**config.mk**
```make
export PLATFORM = sky130hd
export DESIGN_NAME = pipelined_addsub
export DESIGN_NICKNAME = d
export VERILOG_FILES = /design/src/rtl/addsub_pkg.sv /design/src/rtl/full_adder.sv /design/src/rtl/pipelined_addsub_segment.sv /design/src/rtl/pipelined_addsub.sv
export SDC_FILE = /design/constraint.sdc
export NUM_CORES = 1
export LEC_CHECK = 0
export ABC_AREA = 1
export BUFFER_PORTS_ARGS = -buffer_cell sky130_fd_sc_hd__buf_2
export CAP_MARGIN = 20
export CELL_PAD_IN_SITES_DETAIL_PLACEMENT = 1
export CELL_PAD_IN_SITES_GLOBAL_PLACEMENT = 1
export CORE_MARGIN = 4
export CORE_UTILIZATION = 45
export CTS_CLUSTER_SIZE = 30
export DETAILED_ROUTE_END_ITERATION = 10
export PLACE_DENSITY = 0.85
export SYNTH_ARGS = -nofsm -noshare
export SYNTH_HDL_FRONTEND = slang
export SYNTH_SLANG_ARGS = --single-unit
export TNS_END_PERCENT = 50
```
**constraint.sdc**
```tcl
create_clock -name clk -period 4.2 [get_ports clk]
set_input_delay 0.84 -clock clk [delete_from_list [all_inputs] [get_ports clk]]
set_output_delay 0.84 -clock clk [all_outputs]
set_load 0.005 [all_outputs]
```
**src/rtl/addsub_pkg.sv**
```systemverilog
// Shared definitions for the pipelined adder/subtractor: segment sizing,
// signed saturation constants and the operation encoding.
package addsub_pkg;

    localparam logic OP_ADD = 1'b0;
    localparam logic OP_SUB = 1'b1;

    // Saturation constants are built 64 bits wide and truncated by the user.
    localparam int SAT_MAX_N = 64;

    function automatic int seg_width(input int n, input int stages);
        return n / stages;
    endfunction

    function automatic logic [63:0] smax(input int n);
        return (64'd1 << (n - 1)) - 64'd1;
    endfunction

    function automatic logic [63:0] smin(input int n);
        return 64'd1 << (n - 1);
    endfunction

endpackage

```
**src/rtl/full_adder.sv**
```systemverilog
// Single-bit full adder cell used as the ripple element of every segment.
module FULL_ADDER (
    input  logic i_a,
    input  logic i_b,
    input  logic i_cin,
    output logic o_sum,
    output logic o_cout
);

    assign o_sum  = i_a ^ i_b ^ i_cin;
    assign o_cout = (i_a & i_b) | (i_cin & (i_a ^ i_b));

endmodule

```
**src/rtl/pipelined_addsub_segment.sv**
```systemverilog
// W-bit carry-ripple segment: one per pipeline stage.
module addsub_segment #(
    parameter int W = 4
) (
    input  logic [W-1:0] i_a,
    input  logic [W-1:0] i_b,
    input  logic         i_cin,
    output logic [W-1:0] o_sum,
    output logic         o_cout
);

    logic [W:0] w_c;

    assign w_c[0] = i_cin;

    for (genvar i = 0; i < W; i++) begin : g_bit
        FULL_ADDER u_fa (
            .i_a    (i_a[i]),
            .i_b    (i_b[i]),
            .i_cin  (w_c[i]),
            .o_sum  (o_sum[i]),
            .o_cout (w_c[i+1])
        );
    end

    assign o_cout = w_c[W];

endmodule

```
**src/rtl/pipelined_addsub.sv**
```systemverilog
// Pipelined two's-complement add/sub: one ripple segment per stage, global
// stall enable, registered result with status flags and optional saturation.
module pipelined_addsub
    import addsub_pkg::*;
#(
    parameter int N      = 16,
    parameter int STAGES = 4
) (
    input  logic         clk,
    input  logic         rst,
    input  logic         in_valid,
    output logic         in_ready,
    input  logic [N-1:0] x,
    input  logic [N-1:0] y,
    input  logic         control,
    input  logic         sat,
    output logic         out_valid,
    input  logic         out_ready,
    output logic [N-1:0] s,
    output logic         cout,
    output logic         OVERFLOW,
    output logic         zero,
    output logic         negative
);

    localparam int W = seg_width(N, STAGES);
    localparam logic [63:0] SMAX64 = smax(N);
    localparam logic [63:0] SMIN64 = smin(N);
    localparam logic [N-1:0] SMAX = SMAX64[N-1:0];
    localparam logic [N-1:0] SMIN = SMIN64[N-1:0];

    if (N < 2 || N > SAT_MAX_N || STAGES < 1 || STAGES > N || (N % STAGES) != 0) begin : g_bad_cfg
        $error("pipelined_addsub: illegal N/STAGES combination");
    end

    logic         r_out_valid;
    logic [N-1:0] r_s;
    logic         r_cout;
    logic         r_ovf;
    logic         r_zero;
    logic         r_neg;

    logic         w_en;
    logic [N-1:0] w_yeff;
    logic         w_cin0;
    logic         w_fin_valid;
    logic         w_fin_sat;
    logic         w_fin_xmsb;
    logic         w_fin_ymsb;
    logic         w_fin_cout;
    logic [N-1:0] w_fin_raw;
    logic         w_ovf;
    logic [N-1:0] w_sat_s;

    // valid/ready: a beat moves when valid & ready; every stage advances only while en is high.
    assign w_en     = ~r_out_valid | out_ready;
    assign in_ready = w_en;

    assign w_yeff = (control == OP_SUB) ? ~y : y;
    assign w_cin0 = (control == OP_SUB);

    for (genvar k = 0; k < STAGES; k++) begin : g_stage
        // Operand bits not yet summed when segment k is processed.
        localparam int REM = N - k * W;

        logic [REM-1:0]       w_src_x;
        logic [REM-1:0]       w_src_y;
        logic                 w_src_valid;
        logic                 w_src_sat;
        logic                 w_src_cin;
        logic [W-1:0]         w_seg_sum;
        logic                 w_seg_cout;
        logic [(k+1)*W-1:0]   w_next_part;

        if (k == 0) begin : g_src
            assign w_src_x     = x;
            assign w_src_y     = w_yeff;
            assign w_src_valid = in_valid;
            assign w_src_sat   = sat;
            assign w_src_cin   = w_cin0;
            assign w_next_part = w_seg_sum;
        end else begin : g_src
            assign w_src_x     = g_stage[k-1].g_reg.r_x;
            assign w_src_y     = g_stage[k-1].g_reg.r_y;
            assign w_src_valid = g_stage[k-1].g_reg.r_valid;
            assign w_src_sat   = g_stage[k-1].g_reg.r_sat;
            assign w_src_cin   = g_stage[k-1].g_reg.r_carry;
            assign w_next_part = {w_seg_sum, g_stage[k-1].g_reg.r_part};
        end

        addsub_segment #(.W(W)) u_seg (
            .i_a    (w_src_x[W-1:0]),
            .i_b    (w_src_y[W-1:0]),
            .i_cin  (w_src_cin),
            .o_sum  (w_seg_sum),
            .o_cout (w_seg_cout)
        );

        if (k < STAGES - 1) begin : g_reg
            logic                 r_valid;
            logic                 r_sat;
            logic                 r_carry;
            logic [(k+1)*W-1:0]   r_part;
            logic [REM-W-1:0]     r_x;
            logic [REM-W-1:0]     r_y;

            always_ff @(posedge clk) begin
                if (rst) begin
                    r_valid <= 1'b0;
                    r_sat   <= 1'b0;
                    r_carry <= 1'b0;
                    r_part  <= '0;
                    r_x     <= '0;
                    r_y     <= '0;
                end else if (w_en) begin
                    r_valid <= w_src_valid;
                    r_sat   <= w_src_sat;
                    r_carry <= w_seg_cout;
                    r_part  <= w_next_part;
                    r_x     <= w_src_x[REM-1:W];
                    r_y     <= w_src_y[REM-1:W];
                end
            end
        end else begin : g_last
            assign w_fin_valid = w_src_valid;
            assign w_fin_sat   = w_src_sat;
            assign w_fin_xmsb  = w_src_x[W-1];
            assign w_fin_ymsb  = w_src_y[W-1];
            assign w_fin_cout  = w_seg_cout;
            assign w_fin_raw   = w_next_part;
        end
    end

    assign w_ovf   = (w_fin_xmsb == w_fin_ymsb) & (w_fin_raw[N-1] != w_fin_xmsb);
    assign w_sat_s = (w_fin_sat & w_ovf) ? (w_fin_xmsb ? SMIN : SMAX) : w_fin_raw;

    // The last segment, flags and saturation share the output register edge.
    always_ff @(posedge clk) begin
        if (rst) begin
            r_out_valid <= 1'b0;
            r_s         <= '0;
            r_cout      <= 1'b0;
            r_ovf       <= 1'b0;
            r_zero      <= 1'b0;
            r_neg       <= 1'b0;
        end else if (w_en) begin
            r_out_valid <= w_fin_valid;
            r_s         <= w_sat_s;
            r_cout      <= w_fin_cout;
            r_ovf       <= w_ovf;
            r_zero      <= (w_sat_s == '0);
            r_neg       <= w_sat_s[N-1];
        end
    end

    assign out_valid = r_out_valid;
    assign s         = r_s;
    assign cout      = r_cout;
    assign OVERFLOW  = r_ovf;
    assign zero      = r_zero;
    assign negative  = r_neg;

endmodule

```
==> Yosys cells after proc, flatten, opt, wreduce, memory -nomap -nowiden <==
Cells that the tools add are included.
{ "word_totals": {"register_bits": 102, "input_bits": 38, "word_cells": 115} }
{ "op_classes": {"muxes": 3, "eq_ne": 2, "n_reduce_logical": 1, "bitwise": 85} }
{ "ops": {"columns": ["operator", "n"], "rows": [
  ["$mux 16", 3],
  ["$and 1x1->1", 34],
  ["$xor 1x1->1", 32],
  ["$or 1x1->1", 17],
  ["$logic_not 16->1", 1],
  ["$not 16->16", 1],
  ["$eq 1x1->1", 1],
  ["$ne 1x1->1", 1],
  ["$not 1->1", 1]
]} }

==> Logic depth before layout (Yosys ltp) <==
Gate-level depths: netlist (run 1).
{ "depth": {"depth_word": 13, "depth_mapped": 16, "depth_no_buf": 15} }

==> By module <==
From an unflattened synthesis (run 1), not the netlist that was laid out.
{ "unflattened": {"cells_unflattened": 487, "area_unflattened_um2": 4058.9} }
{ "modules_own_cells": {"columns": ["module", "cells_each", "area_per_inst_um2", "seq_area_each_um2", "n_inst"], "rows": [
  ["pipelined_addsub", 471, 3738.6, 2021.9, 1],
  ["FULL_ADDER", 1, 20.0, 0.0, 16]
]} }

==> Worst setup path after synthesis (run 1) <==
No wires, ideal clock.
{ "synth_timing": {"path_kind": "input port to flip-flop", "from": "input control", "to": "register g_stage[0].g_reg.r_part[3]", "t_arrival_ps": 2819, "n_path_buf": 2, "cell_stages": 9, "required_time_ps": 4084, "slack_ps": 1265, "path_cell_list": "buf_2 > buf_2 > xnor2_1 > fa_1 > fa_1 > inv_1 > fa_1 > o21ai_0 > nor2_1"} }
{ "synth_via": {"elab_chain_len": 9} }
{ "synth_lines": {"columns": ["element", "line_no", "text"], "rows": [
  ["start: declaration", "pipelined_addsub.sv:15", "input logic control,"],
  ["$mux 16", "pipelined_addsub.sv:59", "assign w_yeff = (control == OP_SUB) ? ~y : y;"],
  ["$xor 1x1->1", "full_adder.sv:11", "assign o_cout = (i_a & i_b) | (i_cin & (i_a ^ i_b));"],
  ["$and 1x1->1", "full_adder.sv:11", null],
  ["$or 1x1->1", "full_adder.sv:11", null],
  ["$and 1x1->1", "full_adder.sv:11", null],
  ["$or 1x1->1", "full_adder.sv:11", null],
  ["$and 1x1->1", "full_adder.sv:11", null],
  ["$or 1x1->1", "full_adder.sv:11", null],
  ["$xor 1x1->1 *", "full_adder.sv:10", "assign o_sum = i_a ^ i_b ^ i_cin;"],
  ["via g_stage[0].u_seg.g_bit[3].u_fa.o_sum", "full_adder.sv:6", "output logic o_sum,"],
  ["end signal: assignment", "pipelined_addsub.sv:119", "r_part <= w_next_part;"],
  ["end: declaration", "pipelined_addsub.sv:103", "logic [(k+1)*W-1:0] r_part;"]
]} }
The timed path passes the listed nets; every way through them passes the cells marked *.
A chain may end at the register's enable or synchronous reset.

==> Final worst setup path (run 1) <==
{ "layout_timing": {"from": "register g_stage[2].g_reg.r_carry", "to": "register r_zero (netlist: zero)"} }
{ "layout_via": {"elab_chain_len": 12} }
{ "layout_lines": {"columns": ["element", "line_no", "text"], "rows": [
  ["start: declaration", "pipelined_addsub.sv:102", "logic r_carry;"],
  ["start signal: assignment", "pipelined_addsub.sv:118", "r_carry <= w_seg_cout;"],
  ["$and 1x1->1", "full_adder.sv:11", null],
  ["$or 1x1->1", "full_adder.sv:11", null],
  ["$and 1x1->1", "full_adder.sv:11", null],
  ["$or 1x1->1", "full_adder.sv:11", null],
  ["$and 1x1->1", "full_adder.sv:11", null],
  ["$or 1x1->1", "full_adder.sv:11", null],
  ["$xor 1x1->1", "full_adder.sv:10", null],
  ["$ne 1x1->1", "pipelined_addsub.sv:134", "assign w_ovf = (w_fin_xmsb == w_fin_ymsb) & (w_fin_raw[N-1] != w_fin_xmsb);"],
  ["$and 1x1->1", "pipelined_addsub.sv:134", null],
  ["$and 1x1->1", "pipelined_addsub.sv:135", "assign w_sat_s = (w_fin_sat & w_ovf) ? (w_fin_xmsb ? SMIN : SMAX) : w_fin_raw;"],
  ["$mux 16 *", "pipelined_addsub.sv:135", null],
  ["$logic_not 16->1 *", "pipelined_addsub.sv:151", "r_zero <= (w_sat_s == '0);"],
  ["end signal: assignment", "pipelined_addsub.sv:151", null],
  ["end: declaration", "pipelined_addsub.sv:40", "logic r_zero;"]
]} }
Every way passes the cells marked *; elsewhere a longest branch is shown, timed or not.

==> results.json, run 1 <==
{
  "status": "finished clean",
  "area_delta_synth_final_pct": 12.8,
  "rr_startpoint": "g_stage[2].g_reg.r_carry",
  "grt_usage_pct": 19.0,
  "pwr-share-comb_pct": 11.5,
  "synth_cell_types": 27,
  "htree_levels": 3,
  "core_um2": 8810,
  "synth_warnings": 0,
  "worst-path-buf-inv": 5,
  "clock_path_buffers": 2,
  "die_x_um": 104,
  "cp_max_fo": 21,
  "relSlewSlack_pct": 40.1,
  "ant_nets": 0,
  "setup_tns_ns": 0,
  "vias_per_cell": 5.20,
  "grt_pass1_wl_um": 16800,
  "internal_power_mw": 1.47,
  "finalCritPeriodShare_pct": 74.3,
  "ctsRootBufferMaster": "clkbuf_8",
  "initial_core_util_pct": 46.7,
  "arrival_ns": 3.39,
  "dr.first_iter.drc_count": 110,
  "worstSetupPathType": "register to register",
  "wl_per_cell_um": 15.2,
  "seqPwrFrac_pct": 54.4,
  "layout_setup_ws_ns": 1.08,
  "setup_viol": 0,
  "slew_viol_final": 0,
  "synthesis.nets": 548,
  "cp-start-kind": "register",
  "grt_max_degree": 76,
  "switching_share_pct": 25.7,
  "numCtsBuffers": 9,
  "pwr_density_cell_nw_per_um2": 427,
  "syn_area_per_cell_um2": 8.32,
  "hold_path_class": "register to register",
  "grt_antenna_before_repair": 0,
  "netlist.area_leader.share_pct": 49.2,
  "clkPwrFrac_pct": 34.0,
  "worstPathRequired_ns": 4.47,
  "place_ws_ns": 1.13,
  "crit_path_end_kind": "register",
  "hold_viol": 0,
  "yosys.area.top_type": "dfxtp_1",
  "fill_cells": 1096,
  "cts.sinks": 101,
  "cts_resized": 0,
  "netlist_area_um2": 4110,
  "finalCriticalPeriod_ns": 3.12,
  "cts_hold_buffers": 0,
  "vias": 3359,
  "crit_chain": "fa_1, inv_1, fa_1, inv_1, fa_1, inv_1, fa_1, inv_1, nand2_1, nand4_4, inv_1, o21ai_0, nor2_1, nand3_1, a21oi_2",
  "p_leak_nw": 2.12,
  "clk_latency_ns": 0.36,
  "min_from": "g_stage[2].g_reg.r_valid",
  "crit_family": "adder cells",
  "num_antenna_cells": 0,
  "crit_start": "g_stage[2].g_reg.r_carry",
  "synthCells": 494,
  "slowest_delay_ns": 0.43,
  "dp_hpwl_um": 6600,
  "clock_skew_ns": 0.0129,
  "dieArea_um2": 10700,
  "crit_top_cell": "inv_1",
  "drv_cap": 0,
  "ff2ff_setup_slack_ns": 1.08,
  "ys_ff_latch": 101,
  "place_congestion": 0.819,
  "numPortBuffers": 59,
  "postCtsSetupBuffers": 0,
  "dieHeight_um": 104,
  "clk_pin_slew_worst_paths_ns": 0.10,
  "p_sw_uw": 509,
  "post-route-drc-count": 0,
  "grt_pass1_vias": 3450,
  "rsz0062_at_grt": "no",
  "core.rowCount": 34,
  "worst_slew_pin_slew_ns": 0.897,
  "seq_area_frac_synth_pct": 49.2,
  "ir_worst_vdd_mv": 0.197,
  "grt.overflow.total": 0,
  "fmax_ghz": 0.321,
  "drt-total-wl_um": 9830,
  "layout-drive-gt1-share_pct": 16.7,
  "layout_common_cells": "dfxtp_1, o21ai_0, nor2_1, buf_2, a21oi_1",
  "first_pass_iters": 4,
  "cp_slowest_cell": "fa_1",
  "nets": 587,
  "cts_tree": "done",
  "io_pins": 60,
  "synth.area.top_cells": "dfxtp_1, o21ai_0, nor2_1"
}
-- per-stage QoR --
| step | area [um2] | instances | util [%] | hold slack [ns] | total power [mW] |
|---|---|---|---|---|---|
| detailed placement | 4420 | 630 | 50.2 | 0.448 | 1.33 |
| global placement | 4420 | 630 | 50.2 | 0.442 | 1.30 |
| global route | 4640 | 646 | 52.7 | 0.499 | 2.08 |
| CTS | 4640 | 646 | 52.7 | 0.464 | 2.00 |
| floorplan | 4110 | 494 | - | 0.430 | 1.24 |
| finish | 4640 | 646 | 52.7 | 0.467 | 1.98 |
-- registers in the layout, summed over array words and instances, names as in the netlist --
signal                 flops
g_stage.g_reg.r_part      24
zero                       1
g_stage.g_reg.r_y         24
g_stage.g_reg.r_carry      3
g_stage.g_reg.r_sat        3
g_stage.g_reg.r_x         24
OVERFLOW                   1
g_stage.g_reg.r_valid      3
s                         16
out_valid                  1
cout                       1
-- routing by layer --
| metal | track usage, % | part of all wire, % | up-vias |
|---|---|---|---|
| met5 | 0 | 0 | - |
| met3 | 3.48 | 3.5 | 16 |
| met1 | 24.4 | 46 | 1602 |
| li1 | - | - | 1672 |
| met4 | 6.84 | 2.1 | 0 |
| met2 | 32.0 | 49 | 69 |
-- synth_stat cells, drive strengths merged --
cell and n:
buf 18, nand4 2, nor2 98, a31o 1, inv 36, xor2 1
clkbuf 18, o21ai 106, nand2 24, a31oi 1, ha 1, nand3 4
fa 15, dfxtp 101, o211ai 1, xnor2 14, or2 1, a21oi 51
o21bai 1
-- worst paths after layout --
path	to	cells after the start
max	zero	15
min	g_stage[2].g_reg.r_valid	2
max reg2reg	zero	15
min reg2reg	g_stage[2].g_reg.r_valid	2
-- worst min-delay path: stages (launching register included) --
cell     delay [ns]
dfxtp_1        0.31
inv_1          0.06
a21oi_1        0.06
-- power groups by stage --
stage / Clock, mW / Combinational [mW] / Sequential [mW]
floorplan: 0 / 0.150 / 1.09
global placement: 0 / 0.211 / 1.09
detailed placement: 0 / 0.227 / 1.10
CTS: 0.687 / 0.232 / 1.08
global route: 0.730 / 0.264 / 1.09
finish: 0.673 / 0.228 / 1.08
-- logic make-up (layout without fill, tap and decap cells) --
family	count (synthesis)	after routing	share of synthesized area [%]
AO/OA/AOI/OAI	161	161	20.1
AND/OR/NAND/NOR	129	129	12.6
flip-flops	101	101	49.2
buffers and inverters	72	116	7.33
adder cells (fa/ha/maj)	16	16	7.61
XOR/XNOR	15	15	3.20
-- layout make-up --
type | count | area (um2) | share of cell area (%)
flip-flops and latches | 101 | 2020 | 43.6
multi-input cells | 321 | 1800 | 38.7
repair buffers | 64 | 333 | 7.18
inverters | 36 | 135 | 2.91
well taps | 108 | 135 | 2.91
clock buffers | 11 | 131 | 2.83
clock inverters | 5 | 85.1 | 1.83
(Power assumes the default switching activity.)
==> inputs of run 2 (changes only) <==
Settings changed: CORE_UTILIZATION 45 to 38, PLACE_DENSITY 0.85 to 0.77.
Clock period 4.2 ns to 2.5 ns, I/O delays scaled along.
==> results.json, run 2 (synthesis gave the netlist of run 1 again) <==
{
  "relSlewSlack_pct": 57.7,
  "reg2reg_to": "zero",
  "initial_core_util_pct": 39.5,
  "vias": 3286,
  "core.rowCount": 37,
  "grt_pass1_wl_um": 16000,
  "r2r_cells": 14,
  "drt-total-wl_um": 9340,
  "dieArea_um2": 12500,
  "holdPathStages": 2,
  "p_leak_nw": 2.16,
  "layout-drive-gt1-share_pct": 20.4,
  "grt.overflow.total": 0,
  "ir_worst_vdd_mv": 0.274,
  "rr_startpoint": "g_stage[2].g_reg.r_y[0]",
  "cp_max_fo": 6,
  "pwr_density_cell_nw_per_um2": 674,
  "hold_path_class": "primary input to register",
  "status": "complete, but fails checks",
  "drv_cap": 0,
  "clock_path_buffers": 2,
  "reg_top3": "g_stage.g_reg.r_part x24, g_stage.g_reg.r_x x24, g_stage.g_reg.r_y x24",
  "ff2ff_setup_slack_ns": -0.27,
  "layout_setup_ws_ns": -0.272,
  "place_area_um2": 4550,
  "setup_viol": 17,
  "final_common_cell": "dfxtp_1",
  "io_pins": 60,
  "pwr-share-comb_pct": 12.3,
  "clkPwrFrac_pct": 31.5,
  "die_x_um": 112,
  "nets": 595,
  "violations": "setup timing",
  "p_sw_uw": 832,
  "core_um2": 10400,
  "layout_common_cells": "dfxtp_1, o21ai_0, nor2_1, buf_2, a21oi_1",
  "worstPathRequired_ns": 2.80,
  "grt_pass1_vias": 3336,
  "dieHeight_um": 112,
  "post-route-drc-count": 0,
  "clk_pin_slew_worst_paths_ns": 0.09,
  "rsz0062_at_grt": "yes",
  "wl_per_cell_um": 13.7,
  "dp_hpwl_um": 6340,
  "slew_viol_final": 0,
  "crit_path_end_kind": "register",
  "switching_share_pct": 25.8,
  "grt_usage_pct": 15.5,
  "finalCriticalPeriod_ns": 2.77,
  "dr.first_iter.drc_count": 181,
  "area_delta_synth_final_pct": 16.3,
  "cts_tree": "done",
  "final_util_pct": 45.9,
  "clock_skew_ns": 0.00991,
  "arrival_ns": 3.07,
  "hold_viol": 0,
  "numPortBuffers": 59,
  "num_antenna_cells": 0,
  "grt_antenna_before_repair": 0,
  "first_pass_iters": 4,
  "htree_levels": 3,
  "cts.sinks": 101,
  "hold_end": "zero",
  "grt_max_degree": 76,
  "finalCritPeriodShare_pct": 111,
  "seqPwrFrac_pct": 56.2,
  "internal_power_mw": 2.39,
  "fin_area_um2": 4780,
  "worstSetupPathType": "register to register",
  "numCtsBuffers": 9,
  "ant_nets": 0,
  "min_from": "rst",
  "place_congestion": 0.773,
  "worst_slew_pin_slew_ns": 0.635,
  "fmax_ghz": 0.361,
  "clk_latency_ns": 0.36,
  "ctsRootBufferMaster": "clkbuf_8",
  "vias_per_cell": 4.83,
  "cts_hold_buffers": 0,
  "cp-start-kind": "register"
}
-- run 2: metrics by stage --
step	total power [mW]	TNS, ns	setup slack (ns)	std cells	hold WS [ns]
after global routing	3.40	-6.02	-0.396	680	0.332
after floorplan	2.08	-0.102	-0.0817	494	0.430
after detailed placement	2.24	-3.27	-0.319	664	0.449
final	3.22	-3.38	-0.272	680	0.350
after CTS	3.26	-3.64	-0.269	679	0.330
after global placement	2.21	-0.955	-0.164	664	0.450
-- run 2: metal layers --
layer	wire length, um	vias to the layer above	track usage (%)
met1	4560	1525	20.8
met4	166	0	5.85
li1	-	1697	-
met5	0	-	0
met2	4280	53	24.7
met3	333	11	3.50
-- run 2: worst max-delay path, cell delays in order (launching register included) --
cell	delay [ns]
dfxtp_2	0.35
fa_2	0.39
inv_2	0.06
fa_2	0.19
inv_2	0.04
fa_2	0.32
inv_2	0.06
fa_1	0.45
nand2_2	0.16
nand4_4	0.15
nand2_2	0.12
nand3_1	0.09
nor2_1	0.12
nand3_1	0.10
a21oi_2	0.13
-- run 2: power groups by stage --
stage | sequential, mW | clock, mW | combinational (mW)
floorplan | 1.83 | 0 | 0.255
global route | 1.83 | 1.11 | 0.462
CTS | 1.81 | 1.05 | 0.398
finish | 1.81 | 1.02 | 0.397
global placement | 1.84 | 0 | 0.370
detailed placement | 1.85 | 0 | 0.391
-- run 2: repair_timing --
action,in CTS,in global routing
setup endpoints to repair,17,17
pin swaps,1,3
resized for setup,2,5
cloned,1,0
setup buffers,0,1
-- run 2: worst max-delay path by stage --
stage / start / to / slack [ns] / cells past startpoint
floorplan: g_stage[2].g_reg.r_y[0] / zero / -0.08 / 15
global placement: g_stage[2].g_reg.r_y[0] / zero / -0.16 / 15
detailed placement: g_stage[2].g_reg.r_y[0] / zero / -0.32 / 15
CTS: g_stage[2].g_reg.r_y[0] / s[8] / -0.27 / 12
global route: g_stage[2].g_reg.r_y[0] / s[2] / -0.40 / 12
finish: g_stage[2].g_reg.r_y[0] / zero / -0.27 / 14
-- run 2: cell type report --
type	instances	area [um2]
clock buffers	10	138
flip-flops and latches	101	2020
fillers	1277	5630
multi-input cells	322	1840
inverters	36	135
clock inverters	4	50.0
well taps	136	170
repair buffers	71	423
==> inputs of run 3 (changes only) <==
Settings changed: BUFFER_PORTS_ARGS -buffer_cell sky130_fd_sc_hd__buf_2 to -buffer_cell sky130_fd_sc_hd__buf_4.
==> results.json, run 3 (synthesis gave the netlist of run 1 again) <==
{
  "internal_power_mw": 2.56,
  "setup_viol": 17,
  "worst_slew_pin_slew_ns": 0.658,
  "dieArea_um2": 12500,
  "initial_core_util_pct": 39.5,
  "grt.overflow.total": 0,
  "p_leak_nw": 2.22,
  "relSlewSlack_pct": 56.1,
  "clk_pin_slew_worst_paths_ns": 0.10,
  "final_common_cell": "dfxtp_1",
  "hold_path_class": "primary input to register",
  "pwr-share-comb_pct": 12.9,
  "ant_nets": 0,
  "power.total_mw": 3.42,
  "grt_pass1_vias": 3399,
  "grt_usage_pct": 16.0,
  "fill_cells": 1269,
  "arrival_ns": 3.17,
  "finalCriticalPeriod_ns": 2.87,
  "numPortBuffers": 59,
  "rsz0062_at_grt": "yes",
  "dr.first_iter.drc_count": 175,
  "place_congestion": 0.767,
  "nets": 598,
  "clk_latency_ns": 0.36,
  "worstPathRequired_ns": 2.80,
  "num_antenna_cells": 0,
  "clock_skew_ns": 0.00690,
  "first_pass_iters": 4,
  "seqPwrFrac_pct": 52.9,
  "place_inst": 665,
  "dp_hpwl_um": 6510,
  "p_sw_uw": 860,
  "htree_levels": 3,
  "fmax_ghz": 0.349,
  "pwr_density_cell_nw_per_um2": 682,
  "numCtsBuffers": 9,
  "area_delta_synth_final_pct": 22.0,
  "cp_slowest_cell": "fa_1",
  "io_pins": 60,
  "dieHeight_um": 112,
  "drv_cap": 0,
  "grt_antenna_before_repair": 0,
  "instances_no_fill": 685,
  "drt-total-wl_um": 9940,
  "ctsRootBufferMaster": "clkbuf_8",
  "slew_viol_final": 0,
  "vias": 3398,
  "crit_path_end_kind": "register",
  "layout_setup_ws_ns": -0.369,
  "layout_common_cells": "dfxtp_1, o21ai_0, nor2_1, buf_4, a21oi_1",
  "post-route-drc-count": 0,
  "crit_top_cell": "inv_2",
  "hold_viol": 0,
  "cp-start-kind": "register",
  "cts_tree": "done",
  "status": "complete, but fails checks",
  "slowest_delay_ns": 0.45,
  "cp_max_fo": 4,
  "core_um2": 10400,
  "ff2ff_setup_slack_ns": -0.37,
  "ir_worst_vdd_mv": 0.305,
  "die_x_um": 112,
  "switching_share_pct": 25.1,
  "crit_chain": "fa_2, inv_2, fa_2, inv_2, fa_2, inv_2, fa_1, inv_2, nand4_1, nand2_2, nand2_2, nor2_1, nand3_1, a21oi_2",
  "reg_top3": "g_stage.g_reg.r_part x24, g_stage.g_reg.r_x x24, g_stage.g_reg.r_y x24",
  "grt_max_degree": 76,
  "vias_per_cell": 4.96,
  "cts.sinks": 101,
  "core.rowCount": 37,
  "clock_path_buffers": 2,
  "clkPwrFrac_pct": 34.1,
  "wl_per_cell_um": 14.5,
  "layout-drive-gt1-share_pct": 23.5,
  "finalCritPeriodShare_pct": 115,
  "grt_pass1_wl_um": 16500,
  "worstSetupPathType": "register to register",
  "violations": "setup timing"
}
[run 3: timing repair]
item,4_1_cts,5_1_grt
pin swaps,13,2
buffers inserted,2,0
endpoints found under the hold margin,0,0
endpoints found under the setup margin,17,17
hold buffers,0,0
gates resized for setup,13,8
gates cloned,2,0
[run 3: worst paths after layout]
check                                               from                  endpoint  depth (start not counted)
worst max-delay path             g_stage[2].g_reg.r_y[0]                      zero                         14
worst min-delay path                                 rst                      zero                          2
worst max register to register   g_stage[2].g_reg.r_y[0]                      zero                         14
worst min register to register  g_stage[2].g_reg.r_valid  g_stage[2].g_reg.r_valid                          2
[run 3: area by class of cell]
class / instances / area (um2) / area share [%]
Sequential cell: 101 / 2020 / 40.3
Multi-Input combinational cell: 322 / 1880 / 37.4
Timing Repair Buffer: 73 / 573 / 11.4
Tap cell: 136 / 170 / 3.39
Clock buffer: 12 / 155 / 3.09
Inverter: 36 / 139 / 2.77
Clock inverter: 4 / 70.1 / 1.40
Timing Repair inverter: 1 / 7.51 / 0.150
[run 3: critical path, delay by kind of cell (launching register included)]
family / cells / cell delay (ns)
buf+inv: 4 / 0.27
simple gates: 5 / 0.71
flops: 1 / 0.34
compound gates: 1 / 0.13
fa+ha+maj: 4 / 1.35
[run 3: layer usage]
| layer | routed length (um) | global-route usage (%) |
|---|---|---|
| met5 | 0 | 0 |
| met4 | 198 | 5.61 |
| met3 | 390 | 3.77 |
| met2 | 4730 | 25.9 |
| met1 | 4620 | 21.0 |
[run 3: power by group through the flow]
stage,registers (mW),clock network (mW),logic (mW)
3_3_place_gp,1.84,0,0.398
6_report,1.81,1.17,0.443
5_1_grt,1.83,1.27,0.502
3_5_place_dp,1.85,0,0.420
2_1_floorplan,1.83,0,0.255
4_1_cts,1.81,1.19,0.439
[run 3: stage by stage]
stage / util [%] / instance area [um2] / hold WS [ns] / setup TNS [ns] / worst slack, ns
global route: 48.2 / 5020 / 0.287 / -7.33 / -0.487
floorplan: - / 4130 / 0.430 / -0.102 / -0.0817
CTS: 47.9 / 4990 / 0.300 / -3.75 / -0.287
finish: 48.2 / 5020 / 0.311 / -5.34 / -0.369
detailed placement: 45.0 / 4690 / 0.454 / -2.28 / -0.284
global placement: 45.0 / 4690 / 0.454 / -1.20 / -0.168
